<file path="src/rtl/cordic_pkg.sv">
// Shared CORDIC constants for the QR array boundary (vectoring) and rotation cells.
package cordic_pkg;
    localparam int BITWIDTH_DEF   = 18;
    localparam int CORDIC_NUM_DEF = 14;
    localparam int PIPE_NUM       = 4;
    localparam int K_W            = 15;
    localparam logic signed [K_W-1:0] K = 15'sb010011011011101;
    // Last micro-rotation of each CORDIC stage.
    localparam int S0_LAST = 3;
    localparam int S1_LAST = 8;
    localparam int S2_LAST = 13;
endpackage

</file>
<file path="src/rtl/cordic_vec_step.sv">
// One combinational vectoring micro-rotation: rotate toward Y=0 using shift SHIFT.
module cordic_vec_step #(
    parameter int W     = 19,
    parameter int SHIFT = 0
) (
    input  logic signed [W-1:0] x,
    input  logic signed [W-1:0] y,
    output logic signed [W-1:0] x_nxt,
    output logic signed [W-1:0] y_nxt,
    output logic                d
);
    logic signed [W-1:0] xs;
    logic signed [W-1:0] ys;

    assign xs = x >>> SHIFT;
    assign ys = y >>> SHIFT;
    // Y == 0 counts as non-negative, matching the rotation cell's d convention.
    assign d     = y[W-1];
    assign x_nxt = d ? (x - ys) : (x + ys);
    assign y_nxt = d ? (y + xs) : (y - xs);
endmodule

</file>
<file path="src/rtl/pe_v.sv">
// Vectoring CORDIC boundary cell: drives Y to zero and emits scaled magnitude plus direction word.
module pe_v
    import cordic_pkg::*;
#(
    parameter int BITWIDTH   = BITWIDTH_DEF,
    parameter int CORDIC_NUM = CORDIC_NUM_DEF
) (
    input  logic                       clk,
    input  logic                       rst_n,
    input  logic                       en_i,
    input  logic                       valid_i,
    input  logic signed [BITWIDTH-1:0] X_i,
    input  logic signed [BITWIDTH-1:0] Y_i,
    output logic                       valid_o,
    output logic signed [BITWIDTH-1:0] X_o,
    output logic signed [BITWIDTH-1:0] Y_o,
    output logic [CORDIC_NUM-1:0]      angle_d_o
);
    localparam int IW = BITWIDTH + 1;
    localparam int PW = IW + K_W;

    function automatic logic signed [PW-1:0] mul_k(input logic signed [IW-1:0] v);
        return v * K;
    endfunction

    logic signed [IW-1:0] x_ext, y_ext;
    logic signed [IW-1:0] x_p0, y_p0, x_p1, y_p1, x_p2, y_p2;
    logic [S0_LAST:0]     d_p0;
    logic [S1_LAST:0]     d_p1;
    logic [S2_LAST:0]     d_p2;
    logic                 vld_p0, vld_p1, vld_p2;
    logic [CORDIC_NUM-1:0] d_comb;

    assign x_ext = {X_i[BITWIDTH-1], X_i};
    assign y_ext = {Y_i[BITWIDTH-1], Y_i};

    for (genvar k = 0; k < CORDIC_NUM; k++) begin : g_step
        logic signed [IW-1:0] xi, yi, xn, yn;
        logic                 dn;
        if (k == 0) begin : g_in
            assign xi = x_ext;
            assign yi = y_ext;
        end else if (k == S0_LAST + 1) begin : g_in
            assign xi = x_p0;
            assign yi = y_p0;
        end else if (k == S1_LAST + 1) begin : g_in
            assign xi = x_p1;
            assign yi = y_p1;
        end else begin : g_in
            assign xi = g_step[k-1].xn;
            assign yi = g_step[k-1].yn;
        end
        cordic_vec_step #(.W(IW), .SHIFT(k)) u_step (
            .x     (xi),
            .y     (yi),
            .x_nxt (xn),
            .y_nxt (yn),
            .d     (dn)
        );
        assign d_comb[k] = dn;
    end

    logic signed [PW-1:0]       px, py;
    logic signed [BITWIDTH-1:0] x_scl, y_scl;
    logic                       unused_prod;

    // Gain compensation: drop the redundant sign bit and the 14 fraction bits of K.
    assign px    = mul_k(x_p2);
    assign py    = mul_k(y_p2);
    assign x_scl = {px[BITWIDTH+14], px[BITWIDTH+12:BITWIDTH-4]};
    assign y_scl = {py[BITWIDTH+14], py[BITWIDTH+12:BITWIDTH-4]};
    assign unused_prod = ^{px[PW-1], px[BITWIDTH+13], px[BITWIDTH-5:0],
                           py[PW-1], py[BITWIDTH+13], py[BITWIDTH-5:0]};

    always_ff @(posedge clk or negedge rst_n) begin
        if (!rst_n) begin
            vld_p0    <= 1'b0;
            vld_p1    <= 1'b0;
            vld_p2    <= 1'b0;
            valid_o   <= 1'b0;
            x_p0      <= '0;
            y_p0      <= '0;
            x_p1      <= '0;
            y_p1      <= '0;
            x_p2      <= '0;
            y_p2      <= '0;
            d_p0      <= '0;
            d_p1      <= '0;
            d_p2      <= '0;
            X_o       <= '0;
            Y_o       <= '0;
            angle_d_o <= '0;
        end else if (en_i) begin
            // S0: micro-rotations 0..3
            vld_p0    <= valid_i;
            x_p0      <= g_step[S0_LAST].xn;
            y_p0      <= g_step[S0_LAST].yn;
            d_p0      <= d_comb[S0_LAST:0];
            // S1: micro-rotations 4..8
            vld_p1    <= vld_p0;
            x_p1      <= g_step[S1_LAST].xn;
            y_p1      <= g_step[S1_LAST].yn;
            d_p1      <= {d_comb[S1_LAST:S0_LAST+1], d_p0};
            // S2: micro-rotations 9..13
            vld_p2    <= vld_p1;
            x_p2      <= g_step[S2_LAST].xn;
            y_p2      <= g_step[S2_LAST].yn;
            d_p2      <= {d_comb[S2_LAST:S1_LAST+1], d_p1};
            // S3: scaling
            valid_o   <= vld_p2;
            X_o       <= x_scl;
            Y_o       <= y_scl;
            angle_d_o <= d_p2;
        end
    end
endmodule
</file>
<file path="config.mk">
export PLATFORM = sky130hd
export DESIGN_NAME = pe_v
export DESIGN_NICKNAME = d
export VERILOG_FILES = /design/src/rtl/cordic_pkg.sv /design/src/rtl/cordic_vec_step.sv /design/src/rtl/pe_v.sv
export SDC_FILE = /design/constraint.sdc
export NUM_CORES = 2
export LEC_CHECK = 0
export BUFFER_PORTS_ARGS = -buffer_cell sky130_fd_sc_hd__buf_4
export CORE_MARGIN = 3
export CORE_UTILIZATION = 71
export DETAILED_ROUTE_END_ITERATION = 12
export PLACE_DENSITY = 0.89
export SYNTH_ARGS = -nofsm -noshare
export SYNTH_HDL_FRONTEND = slang
export SYNTH_SLANG_ARGS = --single-unit
export TNS_END_PERCENT = 1
</file>
<file path="constraint.sdc">
create_clock -name clk -period 24.3 [get_ports clk]
set_input_delay 1.215 -clock clk [delete_from_list [all_inputs] [get_ports clk]]
set_output_delay 1.215 -clock clk [all_outputs]
set_load 0.005 [all_outputs]
</file>
==> summary.txt <==
Max-slew violations -> 0
Row count -> 95
Die ar. -> 71500 sq um
Most common cell after layout, fill and taps aside -> ha_1
WL/cell -> 18.8 microns
Clock transition at path regs -> 0.09 ns
Mapped cell area -> 48500 sq um
Worst min path class -> flop to flop
Tot GR Track Use -> 35.7%
Critical path buffers and inverters -> 2
Number of global-route vias before repair -> 42400
Worst Path Required -> 24.70 ns
Critical path's top delay family -> compound AO/OA/AOI/OAI gates
# IOs -> 91
Synth warnings -> 0
CP Capture Type -> flop
Startpoint Class -> flop
Most frequent cells in the layout -> ha_1 (787), inv_1 (747), nor2_1 (451), xnor2_1 (450), a21oi_1 (404)
Outcome -> finished clean
Layout area overhead -> 4.30%
Post-route setup TNS -> 0 ns
H-Tree Level Count -> 4
Final Hold Viols -> 0
Die width -> 267 microns
CP most frequent cell -> o21ai_0
Post-synth EDFFs -> 0
TritonCTS Sinks -> 195
Min cycle time layout -> 18.00 ns
Final WL -> 128 mm
Nets@finish -> 7066
Sequential fraction of the synthesis area -> 10.1%
Placed cells -> 6811
Syn avg cell area -> 8.16 sq um
CP arrival -> 18.40 ns
Crit path max fanout -> 33
Critical path class -> flop to flop
Hold WS -> 0.498 ns
CTS tree -> built
RSZ-0062 raised after global routing -> false
Root Driver -> clkbuf_16
CTS buffer count -> 17
Max-cap violations -> 0
First-pass GRT wire length -> 210 mm
Ant. Diodes -> 0
Mapped Cells -> 5944
CORE AREA -> 67400 sq um
Share of cells above drive strength 1 -> 6.38%
Die Span Y -> 267 microns
Worst skew pair latency -> 0.51 ns
Max Clk Rate -> 55.6 MHz
Via/cell ratio -> 6.35
Final setup fails -> 0
PortBufs -> 90
Clk_skew -> 0.0193 ns
Remaining Overflow, GRT -> 0
Post-CTS Resized -> 0
CTS Buffer Depth -> 2
Largest net degree at the start of global routing -> 80
Max_slew headroom -> 25.3%
Slew @ Worst Pin -> 1.11 ns
Largest stage delay on the critical path -> 0.87 ns
Detail Route Antenna Nets -> 0
DP Wirelength -> 105 mm
Initial antenna violation count -> 1
Tcrit/Tclk final -> 74.1%
# hold bufs at CTS -> 0
Starting Density -> 71.9%
Placer Congestion -> 0.964
Fin cells -> 6843
DR vias -> 43400
Worst path slowest cell -> xnor2_2
Synthesized flop and latch total -> 195
Setup repair bufs after CTS -> 0
Fill cell count -> 4931
DRT iter0 DRCs -> 3614
Post-Syn Nets -> 7053
Top_reg_cell synth -> dfrtp_1
Post-synth ARST share -> 100%
Pre-antenna DRT Iters -> 8
Synth unique cells -> 110
# DRC -> 0
## layout make-up
type / instances / area (sq um) / area share, %
inverter: 748 / 2810 / 5.55
multi-input combinational: 4884 / 40400 / 79.8
clock buffer: 19 / 433 / 0.856
timing repair buffer: 111 / 847 / 1.68
tap: 873 / 1090 / 2.16
sequential: 195 / 4880 / 9.65
clock inverter: 13 / 141 / 0.280
## logic make-up after synthesis
family                   synth area share, %
multiplexers                            4.14
flip-flops                              10.1
buffers and inverters                   6.74
adder cells (fa/ha/maj)                 32.0
AND/OR/NAND/NOR                         15.5
XOR/XNOR                                12.3
AO/OA/AOI/OAI                           19.2
## registers in the layout, indices dropped and copies added, names as in the netlist, 4 cells and up
name	flops
g_step.xi	38
g_step.yi	38
x_p2	19
y_p2	19
X_o	18
Y_o	18
angle_d_o	14
d_p2	14
d_p1	9
d_p0	4
## path summary, 6_finish.rpt
path	from	cells after the start	to	slack, ns
worst max-delay path	g_step[4].xi[6]	70	g_step[9].xi[17]	6.30
max in group asynchronous	rst_n	3	d_p0[0]	21.59
worst min register to register	d_p1[6]	2	d_p1[6]	0.50
min in group asynchronous	rst_n	1	X_o[4]	0.63
worst min-delay path	d_p1[6]	2	d_p1[6]	0.50
worst max register to register	g_step[4].xi[6]	70	g_step[9].xi[17]	6.30
## cell usage after synthesis, types with 79 or more instances
master / instances / area [sq um]
nand2_1: 330 / 1240
nand3_1: 91 / 455
a21oi_1: 404 / 2020
dfrtp_1: 195 / 4880
inv_1: 748 / 2810
o21ai_0: 327 / 1640
a21o_1: 147 / 1100
ha_1: 787 / 9850
fa_1: 282 / 5650
nor2b_1: 79 / 494
xnor2_1: 453 / 3970
nor3_1: 140 / 701
clkbuf_1: 101 / 379
xor2_1: 208 / 1820
nand2b_1: 88 / 551
mux2_2: 146 / 1640
o21a_1: 87 / 653
nor2_1: 451 / 1690
## routing by layer
layer	vias up	track usage [%]	part of all wire (%)
met5	-	0	0.013
met4	2	15.9	4.4
met3	431	6.27	7.0
met2	1657	58.9	46
met1	20600	45.8	42
li1	20700	-	-
## metrics by stage
| step | cell area [sq um] | setup slack (ns) | utilization (%) |
|---|---|---|---|
| after CTS | 50600 | 6.68 | 75.0 |
| after global placement | 50000 | 7.13 | 74.2 |
| after detailed placement | 50000 | 6.81 | 74.2 |
| final | 50600 | 6.30 | 75.0 |
| after floorplan | 48500 | 8.93 | - |
| after global routing | 50600 | 4.81 | 75.0 |
## worst register-to-register path: cells and delay by family, from the launching register on
family          cells  cell delay (ns)
compound gates     41             9.95
simple gates       12             2.37
xor+xnor            9             2.27
fa+ha+maj           5             1.90
buf+inv             2             0.64
flops               1             0.46
mux                 1             0.29
Power is not shown: default switching activity piles up to over one toggle a cycle in this logic, so the estimate is an artifact.
